===== config.mk =====
export PLATFORM = sky130hd
export DESIGN_NAME = rgmii_header_sniffer
export DESIGN_NICKNAME = d
export VERILOG_FILES = /design/src/rtl/rgmii_pkg.sv /design/src/rtl/uart_tx_8n1.sv /design/src/rtl/rgmii_header_sniffer.sv
export SDC_FILE = /design/constraint.sdc
export NUM_CORES = 1
export LEC_CHECK = 0
export CAP_MARGIN = 10
export CORE_MARGIN = 1.5
export CORE_UTILIZATION = 50
export DETAILED_ROUTE_END_ITERATION = 8
export MAX_ROUTING_LAYER = met4
export PLACE_DENSITY = 0.66
export SLEW_MARGIN = 20
export SYNTH_ARGS = -nofsm -noshare
export SYNTH_HDL_FRONTEND = slang
export SYNTH_SLANG_ARGS = --single-unit

===== constraint.sdc =====
create_clock -name clk -period 10.9 [get_ports clk]
set_input_delay 2.18 -clock clk [delete_from_list [all_inputs] [get_ports clk]]
set_output_delay 2.18 -clock clk [all_outputs]
set_load 0.1 [all_outputs]

===== src/rtl/rgmii_pkg.sv =====
// Shared constants and FSM state type for the RGMII header sniffer.
package rgmii_pkg;
  localparam logic [3:0] PREAMBLE_NIB = 4'h5;
  localparam logic [3:0] SFD_NIB      = 4'hD;
  localparam int         HDR_BYTES    = 14;

  typedef enum logic [1:0] {HUNT, PREAMBLE, HEADER, DRAIN} rx_state_t;
endpackage


===== src/rtl/uart_tx_8n1.sv =====
// 8N1 UART transmitter, LSB first; ready also rises in the last clk of the
// stop bit so a waiting byte follows with no idle gap.
module uart_tx_8n1 #(
  parameter int CLK_HZ = 50_000_000,
  parameter int BAUD   = 115200
) (
  input  logic       clk,
  input  logic       SW0,
  input  logic [7:0] data,
  input  logic       valid,
  output logic       ready,
  output logic       tx
);
  localparam int CPB = CLK_HZ / BAUD;
  localparam int CW  = (CPB > 1) ? $clog2(CPB) : 1;

  logic          busy;
  logic [CW-1:0] cnt;
  logic [3:0]    bit_idx;
  logic [8:0]    sh;
  logic          bit_end;

  assign bit_end = (cnt == CW'(CPB - 1));
  assign ready   = !busy || (bit_end && bit_idx == 4'd9);

  always_ff @(posedge clk or posedge SW0) begin
    if (SW0) begin
      busy    <= 1'b0;
      tx      <= 1'b1;
      cnt     <= '0;
      bit_idx <= '0;
      sh      <= '1;
    end else if (valid && ready) begin
      busy    <= 1'b1;
      tx      <= 1'b0;
      sh      <= {1'b1, data};
      cnt     <= '0;
      bit_idx <= '0;
    end else if (busy) begin
      if (bit_end) begin
        cnt <= '0;
        if (bit_idx == 4'd9) begin
          busy <= 1'b0;
        end else begin
          // sh shifts out data bits, then the stop bit, then idle ones
          tx      <= sh[0];
          sh      <= {1'b1, sh[8:1]};
          bit_idx <= bit_idx + 4'd1;
        end
      end else begin
        cnt <= cnt + CW'(1);
      end
    end
  end
endmodule


===== src/rtl/rgmii_header_sniffer.sv =====
// RGMII receive sniffer: hunts preamble/SFD, latches the 14-byte Ethernet
// header, reports status on LED and dumps the header over UART.
module rgmii_header_sniffer
  import rgmii_pkg::*;
#(
  parameter int CLK_HZ    = 50_000_000,
  parameter int BAUD      = 115200,
  parameter int HDR_BYTES = 14
) (
  input  logic       clk,
  input  logic       SW0,
  input  logic       uart_rx,
  output logic       uart_tx,
  output logic [7:0] LED,
  input  logic       rgm0_en,
  input  logic       rgm0_clk,
  input  logic [3:0] rgm0_d
);
  localparam int            BW   = $clog2(HDR_BYTES);
  localparam logic [BW-1:0] LAST = BW'(HDR_BYTES - 1);

  logic unused_rx;
  assign unused_rx = uart_rx;

  // Input synchronizers; en/d get one extra stage to stay aligned with nib_stb
  logic [1:0]      clk_sy, en_sy;
  logic [1:0][3:0] d_sy;
  logic            clk_q, en_q, nib_stb;
  logic [3:0]      d_q;

  always_ff @(posedge clk or posedge SW0) begin
    if (SW0) begin
      clk_sy  <= '0;
      en_sy   <= '0;
      d_sy    <= '0;
      clk_q   <= 1'b0;
      en_q    <= 1'b0;
      d_q     <= '0;
      nib_stb <= 1'b0;
    end else begin
      clk_sy  <= {clk_sy[0], rgm0_clk};
      en_sy   <= {en_sy[0], rgm0_en};
      d_sy    <= {d_sy[0], rgm0_d};
      clk_q   <= clk_sy[1];
      en_q    <= en_sy[1];
      d_q     <= d_sy[1];
      nib_stb <= clk_sy[1] & ~clk_q;
    end
  end

  rx_state_t                     state;
  logic [BW-1:0]                 byte_cnt, byte_idx;
  logic                          phase, hdr_valid, drop_flag, dump_busy;
  logic [3:0]                    low_nib;
  logic [HDR_BYTES-2:0][7:0]     hdr_buf;
  logic [HDR_BYTES-1:0][7:0]     hdr;
  logic [4:0]                    frame_cnt;
  logic                          tx_ready, uart_busy;

  assign uart_busy = hdr_valid | dump_busy | ~tx_ready;

  always_ff @(posedge clk or posedge SW0) begin
    if (SW0) begin
      state     <= HUNT;
      byte_cnt  <= '0;
      phase     <= 1'b0;
      low_nib   <= '0;
      hdr_buf   <= '0;
      hdr       <= '0;
      hdr_valid <= 1'b0;
      frame_cnt <= '0;
      drop_flag <= 1'b0;
    end else begin
      hdr_valid <= 1'b0;
      case (state)
        HUNT:
          if (nib_stb && en_q && d_q == PREAMBLE_NIB) state <= PREAMBLE;
        PREAMBLE:
          if (!en_q) state <= HUNT;
          else if (nib_stb) begin
            if (d_q == SFD_NIB) begin
              // hdr is still being dumped: drop this frame rather than overwrite
              if (uart_busy) begin
                state     <= DRAIN;
                drop_flag <= 1'b1;
              end else begin
                state    <= HEADER;
                byte_cnt <= '0;
                phase    <= 1'b0;
              end
            end else if (d_q != PREAMBLE_NIB) begin
              state <= HUNT;
            end
          end
        HEADER:
          if (!en_q) state <= HUNT;
          else if (nib_stb) begin
            phase <= ~phase;
            if (!phase) begin
              low_nib <= d_q;
            end else if (byte_cnt == LAST) begin
              hdr       <= {d_q, low_nib, hdr_buf};
              hdr_valid <= 1'b1;
              frame_cnt <= frame_cnt + 5'd1;
              state     <= DRAIN;
            end else begin
              hdr_buf[byte_cnt] <= {d_q, low_nib};
              byte_cnt          <= byte_cnt + BW'(1);
            end
          end
        DRAIN:
          if (!en_q) state <= HUNT;
        default: state <= HUNT;
      endcase
    end
  end

  always_ff @(posedge clk or posedge SW0) begin
    if (SW0) begin
      dump_busy <= 1'b0;
      byte_idx  <= '0;
    end else if (hdr_valid) begin
      dump_busy <= 1'b1;
      byte_idx  <= '0;
    end else if (dump_busy && tx_ready) begin
      byte_idx <= byte_idx + BW'(1);
      if (byte_idx == LAST) dump_busy <= 1'b0;
    end
  end

  uart_tx_8n1 #(.CLK_HZ(CLK_HZ), .BAUD(BAUD)) u_tx (
    .clk   (clk),
    .SW0   (SW0),
    .data  (hdr[byte_idx]),
    .valid (dump_busy),
    .ready (tx_ready),
    .tx    (uart_tx)
  );

  assign LED = {frame_cnt, drop_flag, uart_busy, (state == PREAMBLE || state == HEADER)};
endmodule


==> metrics.md, run 1 <==
| Metric | Value |
|---|---|
| Die area | `25,000 um^2` |
| Rows | `56` |
| Fmax | `188.6 MHz` |
| Vias per cell | `5.727` |
| Boundary Pins | `18` |
| Multi-input logic area | `4706 um^2` |
| CTS Buf Count | `28` |
| Clock slew seen by the registers of the worst setup and hold paths | `0.06 ns` |
| Register area | `7044 um^2` |
| Core box area | `23,540 um^2` |
| Area contributors post-synth | `dfrtp_1, mux2_2, mux4_1` |
| Seq/Total Area, Yosys | `0.5854` |
| IO buf count | `16` |
| Slew @ Worst Pin | `0.9861 ns` |
| Layout cells sized above 1 | `0.3549` |
| Mean Syn Cell Area | `14.96 um^2` |
| CTS resizes | `0` |
| Routed WL | `23,790 um` |
| First-pass GRT wire length | `38,790 um` |
| CTS Hold Bufs | `0` |
| NumNets Final | `839` |
| Final hold vios | `0` |
| Total Routing Usage GR | `0.2097` |
| Max stage delay on crit path | `1.12 ns` |
| TritonCTS clock tree | `yes` |
| Status | `complete, no violations` |
| Diode count | `0` |
| Post-synth top area cell | `dfrtp_1` |
| Critical path arrival | `3.12 ns` |
| Post-Synth Adder-Cell Area | `0.01664` |
| Post-synthesis compound-gate area fraction | `0.03463` |
| Crit path launch type | `register` |
| Hold Path Class | `reg -> reg` |
| TNS Setup | `0 ns` |
| Critical path class | `reg -> out` |
| Static leakage | `6.508 nW` |
| Clk buf depth | `3` |
| Net count after synthesis | `829` |
| Initial antenna violation count | `0` |
| Largest family of logic cells by synthesized area | `multiplexers` |
| MaxCap Viol Count | `0` |
| Critical Path End Type | `output pin` |
| Final period utilization | `0.4864` |
| GRT overflow | `0` |
| CP bufs+invs | `1` |
| Root Buffer | `clkbuf_16` |
| Cell count after synthesis | `804` |
| Worst-Skew Late Latency | `0.55 ns` |
| Remaining DRCs | `0` |
| CP max-delay cell | `clkdlybuf4s50_1` |
| Post-DRT Antenna Nets | `0` |
| WHS Path Cells | `0` |
| Area share of the largest cell type after synthesis | `0.5657` |
| Max_slew headroom | `0.3426` |
| Fill cell count | `1,935` |
| Non-Filler Instances | `1,153` |
| FF+latch count, synth | `281` |
| Critical Path RT | `8.72 ns` |
| Multiplexer share of the synthesized area | `0.2770` |
| Skew final | `0.02205 ns` |
| Yosys warns | `0` |
| Simple-gate portion of the synthesized area | `0.05293` |
| Vias | `6,603` |
| Post-Place Cells | `1,103` |
| Setup Buffers After CTS | `0` |
| Crit-path cells | `ha_1 -> and4bb_2 -> a31oi_1 -> or2_2 -> clkdlybuf4s50_1` |
| Vias in the first global route | `7,067` |
| RSZ-0062 raised after global routing | `no` |
| Minimum clock period | `5.302 ns` |
| Reg2Reg Depth | `7` |
| Die Height | `158.1 um` |
| Initial DRC Count | `417` |
| Max rail drop VDD | `0.1438 mV` |
| Endpoints failing setup | `0` |
| Die Wd | `158.1 um` |
| DRT Pass-1 Iters | `4` |
| Routability congestion estimate | `0.8211` |
| Layout Area Growth over Synthesis | `10.69%` |
| Post-synth EDFFs | `0` |
| Register-to-register path setup slack | `7.16 ns` |
| H-tree levels | `1` |
| Hpwl dp | `14,700 um` |
| Post-synthesis async set-or-reset flop share | `1.000` |
| Slew Limit Fails | `0` |
| HP Start | `d_sy[3]$_DFF_PP0_` |
| Worst Hold End | `d_sy[7]$_DFF_PP0_` |
| Reg-to-reg endpoint | `hdr[90]$_DFFE_PP0P_` |
| Drt wl/cell | `20.63 um` |
| Max Fanout on Critical Path | `5` |
| Largest net degree at the start of global routing | `122` |
| Delay-heaviest family, CP | `buffers and inverters` |
| Synth unique cells | `64` |
| Main flop type after synthesis | `dfrtp_1` |
| Initial Util | `0.5111` |
| Clock sinks | `281` |
| Synthesized area | `12,030 um^2` |
| XOR/XNOR Fraction of Synth Area | `0.009463` |
| P per Cell Area | `156.0 nW/um^2` |
| R2R Path Start | `state[0]$_DFFE_PP0P_` |
-- flip-flops by register name (all words and copies together), names as in the netlist, 4 cells and up --
register / count
hdr: 112
hdr_buf: 104
u_tx.cnt: 9
d_sy: 8
u_tx.sh: 8
frame_cnt: 5
byte_cnt: 4
byte_idx: 4
d_q: 4
low_nib: 4
u_tx.bit_idx: 4
-- where the power goes --
group	switching [mW]	internal, mW	leakage (nW)	total, mW
Clock	0.381	0.549	0.435	0.930
Sequential	0.0151	1.05	3.85	1.07
Combinational	0.0586	0.0226	2.23	0.0812
Total	0.455	1.62	6.51	2.08
-- worst max-delay path by stage --
stage / depth (start not counted) / startpoint / slack (ns) / to
CTS: 5 / u_tx.cnt[0]$_DFFE_PP0P_ / 5.56 / LED[1]
floorplan: 1 / SW0 / 0.98 / byte_cnt[0]$_DFFE_PP0P_
finish: 5 / u_tx.cnt[0]$_DFFE_PP0P_ / 5.60 / LED[1]
global route: 5 / u_tx.cnt[0]$_DFFE_PP0P_ / 5.47 / LED[1]
global placement: 5 / u_tx.cnt[0]$_DFFE_PP0P_ / 6.16 / LED[1]
detailed placement: 5 / u_tx.cnt[0]$_DFFE_PP0P_ / 6.14 / LED[1]
-- cells in the final DEF (no fill, tap or decap), types with 7 or more instances in the layout --
master | netlist | final
nor2_1 | 22 | 22
o21ai_0 | 13 | 13
dfrtp_1 | 272 | 271
a22oi_1 | 7 | 7
mux2i_1 | 9 | 9
mux2_1 | 8 | 8
mux2_2 | 219 | 219
dfstp_2 | 9 | 9
a21oi_1 | 7 | 7
clkdlybuf4s50_1 | 0 | 16
inv_1 | 14 | 13
xor2_1 | 8 | 8
nand2_1 | 34 | 34
ha_1 | 16 | 16
clkbuf_1 | 17 | 12
mux4_1 | 21 | 21
clkbuf_16 | 0 | 28
-- cell usage after synthesis (4+ instances only) --
cell type and instances:
dfstp_2 9, nand3_1 4, buf_2 17, xnor2_1 5, or3_1 6, nor3_1 4, mux2i_1 9, nand4_1 6
clkbuf_1 17, mux2_2 219, a21oi_1 7, a31oi_1 5, mux2_1 8, inv_1 14, nand2_1 34, nor2_1 22
mux4_1 21, xor2_1 8, nor2b_1 5, buf_4 5, nand2_2 4, dfrtp_1 272, mux4_2 6, a22oi_1 7
o21ai_0 13, and2_1 4, ha_1 16
-- layout make-up --
| type | count | area share |
|---|---|---|
| clock buffers | 44 | 0.06013 |
| flip-flops and latches | 281 | 0.5289 |
| well taps | 319 | 0.02997 |
| repair buffers | 23 | 0.01625 |
| inverters | 14 | 0.004510 |
| clock inverters | 6 | 0.006858 |
| multi-input cells | 466 | 0.3533 |
-- metrics by stage --
step / util / worst slack, ns / hold WS (ns) / instance area, um^2 / total power, mW
3_3_place_gp: 0.5276 / 6.156 / 0.3316 / 12420 / 1.161
5_1_grt: 0.5657 / 5.466 / 0.3509 / 13320 / 2.155
4_1_cts: 0.5655 / 5.558 / 0.3450 / 13310 / 2.100
6_report: 0.5657 / 5.598 / 0.3426 / 13320 / 2.077
3_5_place_dp: 0.5276 / 6.140 / 0.3347 / 12420 / 1.166
2_1_floorplan: - / 0.9844 / 0.3312 / 12030 / 1.142
-- cell families after synthesis --
group                      after synthesis
buffers and inverters                   57
xor gates and xnor gates                13
AOI/OAI and AO/OA                       58
adders and majority gates               16
DFF                                    281
and+or+nand+nor                        116
muxes                                  263
-- routing by layer --
metal	part of all wire	vias up	global-route usage
met5	0	-	-
met4	0.025	0	0.06142
met3	0.030	43	0.02820
met2	0.50	83	0.3464
met1	0.45	3529	0.2724
li1	-	2948	-
No activity file was read; power rests on OpenSTA's default activity.
==> run 2: changes to the inputs <==
==> constraint.sdc (replaced) <==
create_clock -name clk -period 5.2 [get_ports clk]
set_input_delay 1.04 -clock clk [delete_from_list [all_inputs] [get_ports clk]]
set_output_delay 1.04 -clock clk [all_outputs]
set_load 0.1 [all_outputs]
==> run 2 against run 1 <==
Highest routed layer unchanged. Wire length increased by 0.92%. Flip-flop and latch count unchanged. Clock power up 130%. Register-to-register slack got worse by 4.9 ns. Setup slack worse by 4.6 ns. Clock skew about the same.
==> metrics.md, run 2 (synthesis gave the netlist of run 1 again) <==
| Metric | Value |
|---|---|
| Status | `complete, no violations` |
| Drt wl/cell | `20.79 um` |
| DP Area | `12,450 um^2` |
| Most frequent cells in the layout | `dfrtp_1, mux2_2, nand2_1` |
| Reg-to-reg endpoint | `hdr[89]$_DFFE_PP0P_` |
| GRT overflow | `0` |
| Slew @ Worst Pin | `0.9689 ns` |
| NumNets Final | `838` |
| Die Height | `158.1 um` |
| Layout cells sized above 1 | `0.3677` |
| Max rail drop VDD | `0.2646 mV` |
| Worst Hold End | `clk_sy[1]$_DFF_PP0_` |
| HP Start | `clk_sy[0]$_DFF_PP0_` |
| Fmax | `240.5 MHz` |
| Post-DRT Antenna Nets | `0` |
| Hpwl dp | `14,830 um` |
| Vias in the first global route | `7,144` |
| Max reg flops | `112` |
| P per Cell Area | `339.1 nW/um^2` |
| Vias | `6,606` |
| Initial DRC Count | `408` |
| Register area | `7046 um^2` |
| Non-Filler Instances | `1,155` |
| Cell area after layout | `13,480 um^2` |
| Register-to-register path setup slack | `2.24 ns` |
| Layout Area Growth over Synthesis | `12.07%` |
| Max_slew headroom | `0.3520` |
| Commonest non-fill, non-tap cell in the layout | `dfrtp_1` |
| Slew Limit Fails | `0` |
| Initial antenna violation count | `0` |
| Multi-input logic area | `4706 um^2` |
| R2R Path Start | `state[0]$_DFFE_PP0P_` |
| CTS resizes | `0` |
| CTS Buf Count | `28` |
| TritonCTS clock tree | `yes` |
| Reg with most FFs | `hdr` |
| MaxCap Viol Count | `0` |
| WHS Path Cells | `0` |
| Final period utilization | `0.7995` |
| Remaining DRCs | `0` |
| First-pass GRT wire length | `39,270 um` |
| Skew final | `0.02225 ns` |
| CTS Hold Bufs | `0` |
| Largest net degree at the start of global routing | `122` |
| Fill cell count | `1,882` |
| H-tree levels | `1` |
| Core box area | `23,540 um^2` |
| Post-Place Cells | `1,102` |
| Biggest regs | `hdr x112, hdr_buf x104, u_tx.cnt x9` |
| Total Routing Usage GR | `0.2115` |
| Critical path class | `reg -> out` |
| Endpoints failing setup | `0` |
| Routed WL | `24,010 um` |
| Post-layout util | `0.5728` |
| Static leakage | `6.579 nW` |
| TNS Setup | `0 ns` |
| Setup Buffers After CTS | `0` |
| Worst-Skew Late Latency | `0.55 ns` |
| DRT Pass-1 Iters | `4` |
| Clk buf depth | `3` |
| IO buf count | `16` |
| Crit path launch type | `register` |
| Clock sinks | `281` |
| Clock slew seen by the registers of the worst setup and hold paths | `0.06 ns` |
| Max Fanout on Critical Path | `5` |
| Root Buffer | `clkbuf_16` |
| Boundary Pins | `18` |
| RSZ-0062 raised after global routing | `no` |
| Initial Util | `0.5111` |
| Final hold vios | `0` |
| Hold Slack | `0.3456 ns` |
| Die area | `25,000 um^2` |
| Critical path arrival | `3.12 ns` |
| Routability congestion estimate | `0.7756` |
| Minimum clock period | `4.157 ns` |
| Die Wd | `158.1 um` |
| Critical Path RT | `4.16 ns` |
| Hold Path Class | `reg -> reg` |
| Vias per cell | `5.719` |
| Critical Path End Type | `output pin` |
| Rows | `56` |
| Reg2Reg Depth | `6` |
[run 2: worst max-delay path, stage by stage, from the launching register on]
cell,delay (ns)
dfrtp_1,0.42
ha_1,0.24
and4bb_2,0.25
a31oi_1,0.36
or2_2,0.19
clkdlybuf4s50_1,1.12
[run 2: area by class of cell]
cell class,instances,area share
clock inverter,11,0.01355
multi-input combinational,466,0.3490
clock buffer,41,0.06300
timing repair buffer,22,0.01800
sequential,281,0.5225
inverter,14,0.004176
antenna,1,0.0001856
tap,319,0.02960
[run 2: worst max-delay path by stage]
| stage | startpoint | endpoint | slack [ns] | depth (start not counted) |
|---|---|---|---|---|
| 2_1_floorplan | SW0 | byte_cnt[0]$_DFFE_PP0P_ | 0.45 | 1 |
| 3_3_place_gp | u_tx.cnt[0]$_DFFE_PP0P_ | LED[1] | 1.63 | 5 |
| 3_5_place_dp | u_tx.cnt[0]$_DFFE_PP0P_ | LED[1] | 1.58 | 5 |
| 4_1_cts | u_tx.cnt[0]$_DFFE_PP0P_ | LED[1] | 0.99 | 5 |
| 5_1_grt | u_tx.cnt[0]$_DFFE_PP0P_ | LED[1] | 0.91 | 5 |
| 6_report | u_tx.cnt[0]$_DFFE_PP0P_ | LED[1] | 1.04 | 5 |
[run 2: per-layer routing]
| metal | vias up | global-route usage | share of wire |
|---|---|---|---|
| met5 | - | - | 0 |
| met4 | 0 | 0.04183 | 0.014 |
| met3 | 29 | 0.02628 | 0.025 |
| met2 | 95 | 0.3487 | 0.50 |
| met1 | 3542 | 0.2849 | 0.46 |
| li1 | 2940 | - | - |
[run 2: stage by stage]
stage	worst slack, ns	total power, mW
finish	1.043	4.573
global placement	1.629	2.436
detailed placement	1.576	2.447
floorplan	0.4460	2.395
global route	0.9089	4.734
CTS	0.9919	4.621
[run 2: power by group]
part	internal [mW]	leakage, nW	switching [mW]
Combinational	0.0492	2.22	0.125
Sequential	2.20	3.85	0.0313
Clock	1.33	0.508	0.831
==> run 3: changes to the inputs <==
==> constraint.sdc (replaced) <==
create_clock -name clk -period 4 [get_ports clk]
set_input_delay 0.8 -clock clk [delete_from_list [all_inputs] [get_ports clk]]
set_output_delay 0.8 -clock clk [all_outputs]
set_load 0.1 [all_outputs]
==> run 3 against run 2 <==
Via count is 0.24% higher. Clock power grew 18%. Wire length shrank 0.98%. Largest power group unchanged.
==> metrics.md, run 3 (synthesis gave the netlist of run 1 again) <==
| Metric | Value |
|---|---|
| Hpwl dp | `15,130 um` |
| Layout Area Growth over Synthesis | `11.55%` |
| Worst slack, placed | `1.243 ns` |
| Vias | `6,622` |
| Post-route setup slack | `0.7245 ns` |
| H-tree levels | `1` |
| Worst-Skew Late Latency | `0.55 ns` |
| Minimum clock period | `3.276 ns` |
| DP Area | `12,500 um^2` |
| Max Fanout on Critical Path | `4` |
| Die Wd | `158.1 um` |
| Drt wl/cell | `20.53 um` |
| Initial antenna violation count | `1` |
| Static leakage | `6.553 nW` |
| Largest net degree at the start of global routing | `105` |
| Final period utilization | `0.8189` |
| First-pass GRT wire length | `39,140 um` |
| Clock slew seen by the registers of the worst setup and hold paths | `0.06 ns` |
| Biggest regs | `hdr x112, hdr_buf x104, u_tx.cnt x9` |
| Status | `complete, no violations` |
| Setup Buffers After CTS | `0` |
| Post-DRT Antenna Nets | `0` |
| Critical path class | `reg -> out` |
| Global Route met2 Usage | `0.3491` |
| Final hold vios | `0` |
| TNS Setup | `0 ns` |
| Endpoints failing setup | `0` |
| Max reg flops | `112` |
| Initial Util | `0.5111` |
| Slew Limit Fails | `0` |
| Cell area after layout | `13,420 um^2` |
| GR peak layer | `met2` |
| Die Height | `158.1 um` |
| Crit-path cells | `inv_1 -> ha_1 -> clkdlybuf4s50_1` |
| Total Routing Usage GR | `0.2107` |
| Layout cells sized above 1 | `0.3623` |
| Most frequent cells in the layout | `dfrtp_1, mux2_2, nand2_1` |
| Slew @ Worst Pin | `1.028 ns` |
| GRT met3 Usage | `0.02628` |
| Root Buffer | `clkbuf_16` |
| Delay-heaviest family, CP | `buffers and inverters` |
| DRT Pass-1 Iters | `4` |
| Die area | `25,000 um^2` |
| Hold Slack | `0.3456 ns` |
| P per Cell Area | `424.7 nW/um^2` |
| CTS Hold Bufs | `0` |
| Critical path arrival | `2.48 ns` |
| CTS resizes | `0` |
| Clock sinks | `281` |
| Post-layout util | `0.5701` |
| Vias in the first global route | `7,209` |
| Reg with most FFs | `hdr` |
| Rows | `56` |
| Met1 Use GR | `0.2770` |
| Max rail drop VDD | `0.3697 mV` |
| IO buf count | `16` |
| Clk buf depth | `3` |
| Hold Path Class | `reg -> reg` |
| CP max-delay cell | `clkdlybuf4s50_1` |
| Max_slew headroom | `0.3120` |
| Remaining DRCs | `0` |
| Crit path launch type | `register` |
| CTS Buf Count | `29` |
| Vias per cell | `5.718` |
| CP bufs+invs | `2` |
| Commonest non-fill, non-tap cell in the layout | `dfrtp_1` |
| Routability congestion estimate | `0.7917` |
| Critical Path RT | `3.20 ns` |
| Boundary Pins | `18` |
| Diode count | `0` |
| Critical Path End Type | `output pin` |
| TritonCTS clock tree | `yes` |
| Max stage delay on crit path | `1.12 ns` |
| Core box area | `23,540 um^2` |
| Skew final | `0.01935 ns` |
| Routed WL | `23,770 um` |
| Fmax | `305.3 MHz` |
| GRT overflow | `0` |
| MaxCap Viol Count | `0` |
| RSZ-0062 raised after global routing | `no` |
| NumNets Final | `843` |
| Initial DRC Count | `309` |
## run 3: per-layer routing
| layer | vias up | wire, um |
|---|---|---|
| li1 | 2951 | - |
| met1 | 3539 | 10940 |
| met2 | 95 | 11760 |
| met3 | 37 | 536 |
| met4 | 0 | 541 |
| met5 | - | 0 |
## run 3: layout make-up
cell class	count	area [um^2]
clock buffers	46	849.6
clock inverters	6	70.07
fillers	1899	10120
inverters	14	56.30
multi-input cells	466	4706
flip-flops and latches	281	7046
well taps	319	399.1
repair buffers	26	295.3
## run 3: through the flow
stage                     instances  total power [mW]
final                          1158             5.700
after CTS                      1158             5.765
after floorplan                 804             3.113
after global routing           1158             5.920
after detailed placement       1106             3.186
after global placement         1106             3.173
## run 3: path summary, 6_finish.rpt
check / start / end / slack, ns / cells after the start
setup / recovery: state[0]$_DFFE_PP0P_ / LED[0] / 0.72 / 3
hold reg to reg: d_sy[7]$_DFF_PP0_ / d_q[3]$_DFF_PP0_ / 0.35 / 0
setup reg to reg: state[0]$_DFFE_PP0P_ / hdr[94]$_DFFE_PP0P_ / 1.23 / 6
max in group asynchronous: SW0 / hdr[107]$_DFFE_PP0P_ / 2.26 / 3
hold / removal: d_sy[7]$_DFF_PP0_ / d_q[3]$_DFF_PP0_ / 0.35 / 0
min in group asynchronous: SW0 / hdr[60]$_DFFE_PP0P_ / 0.75 / 2
## run 3: worst reg2reg max path: stages, from the launching register on
cell and delay (ns):
dfrtp_1 0.43, inv_1 0.13, ha_1 0.36, nand4_2 0.27, nor2_4 0.66, buf_12 0.37, mux2_2 0.43
## run 3: power breakdown
group          switching [mW]  internal, mW  leakage [nW]
combinational           0.163        0.0663          2.25
clock                    1.05          1.52         0.453
sequential             0.0416          2.86          3.85
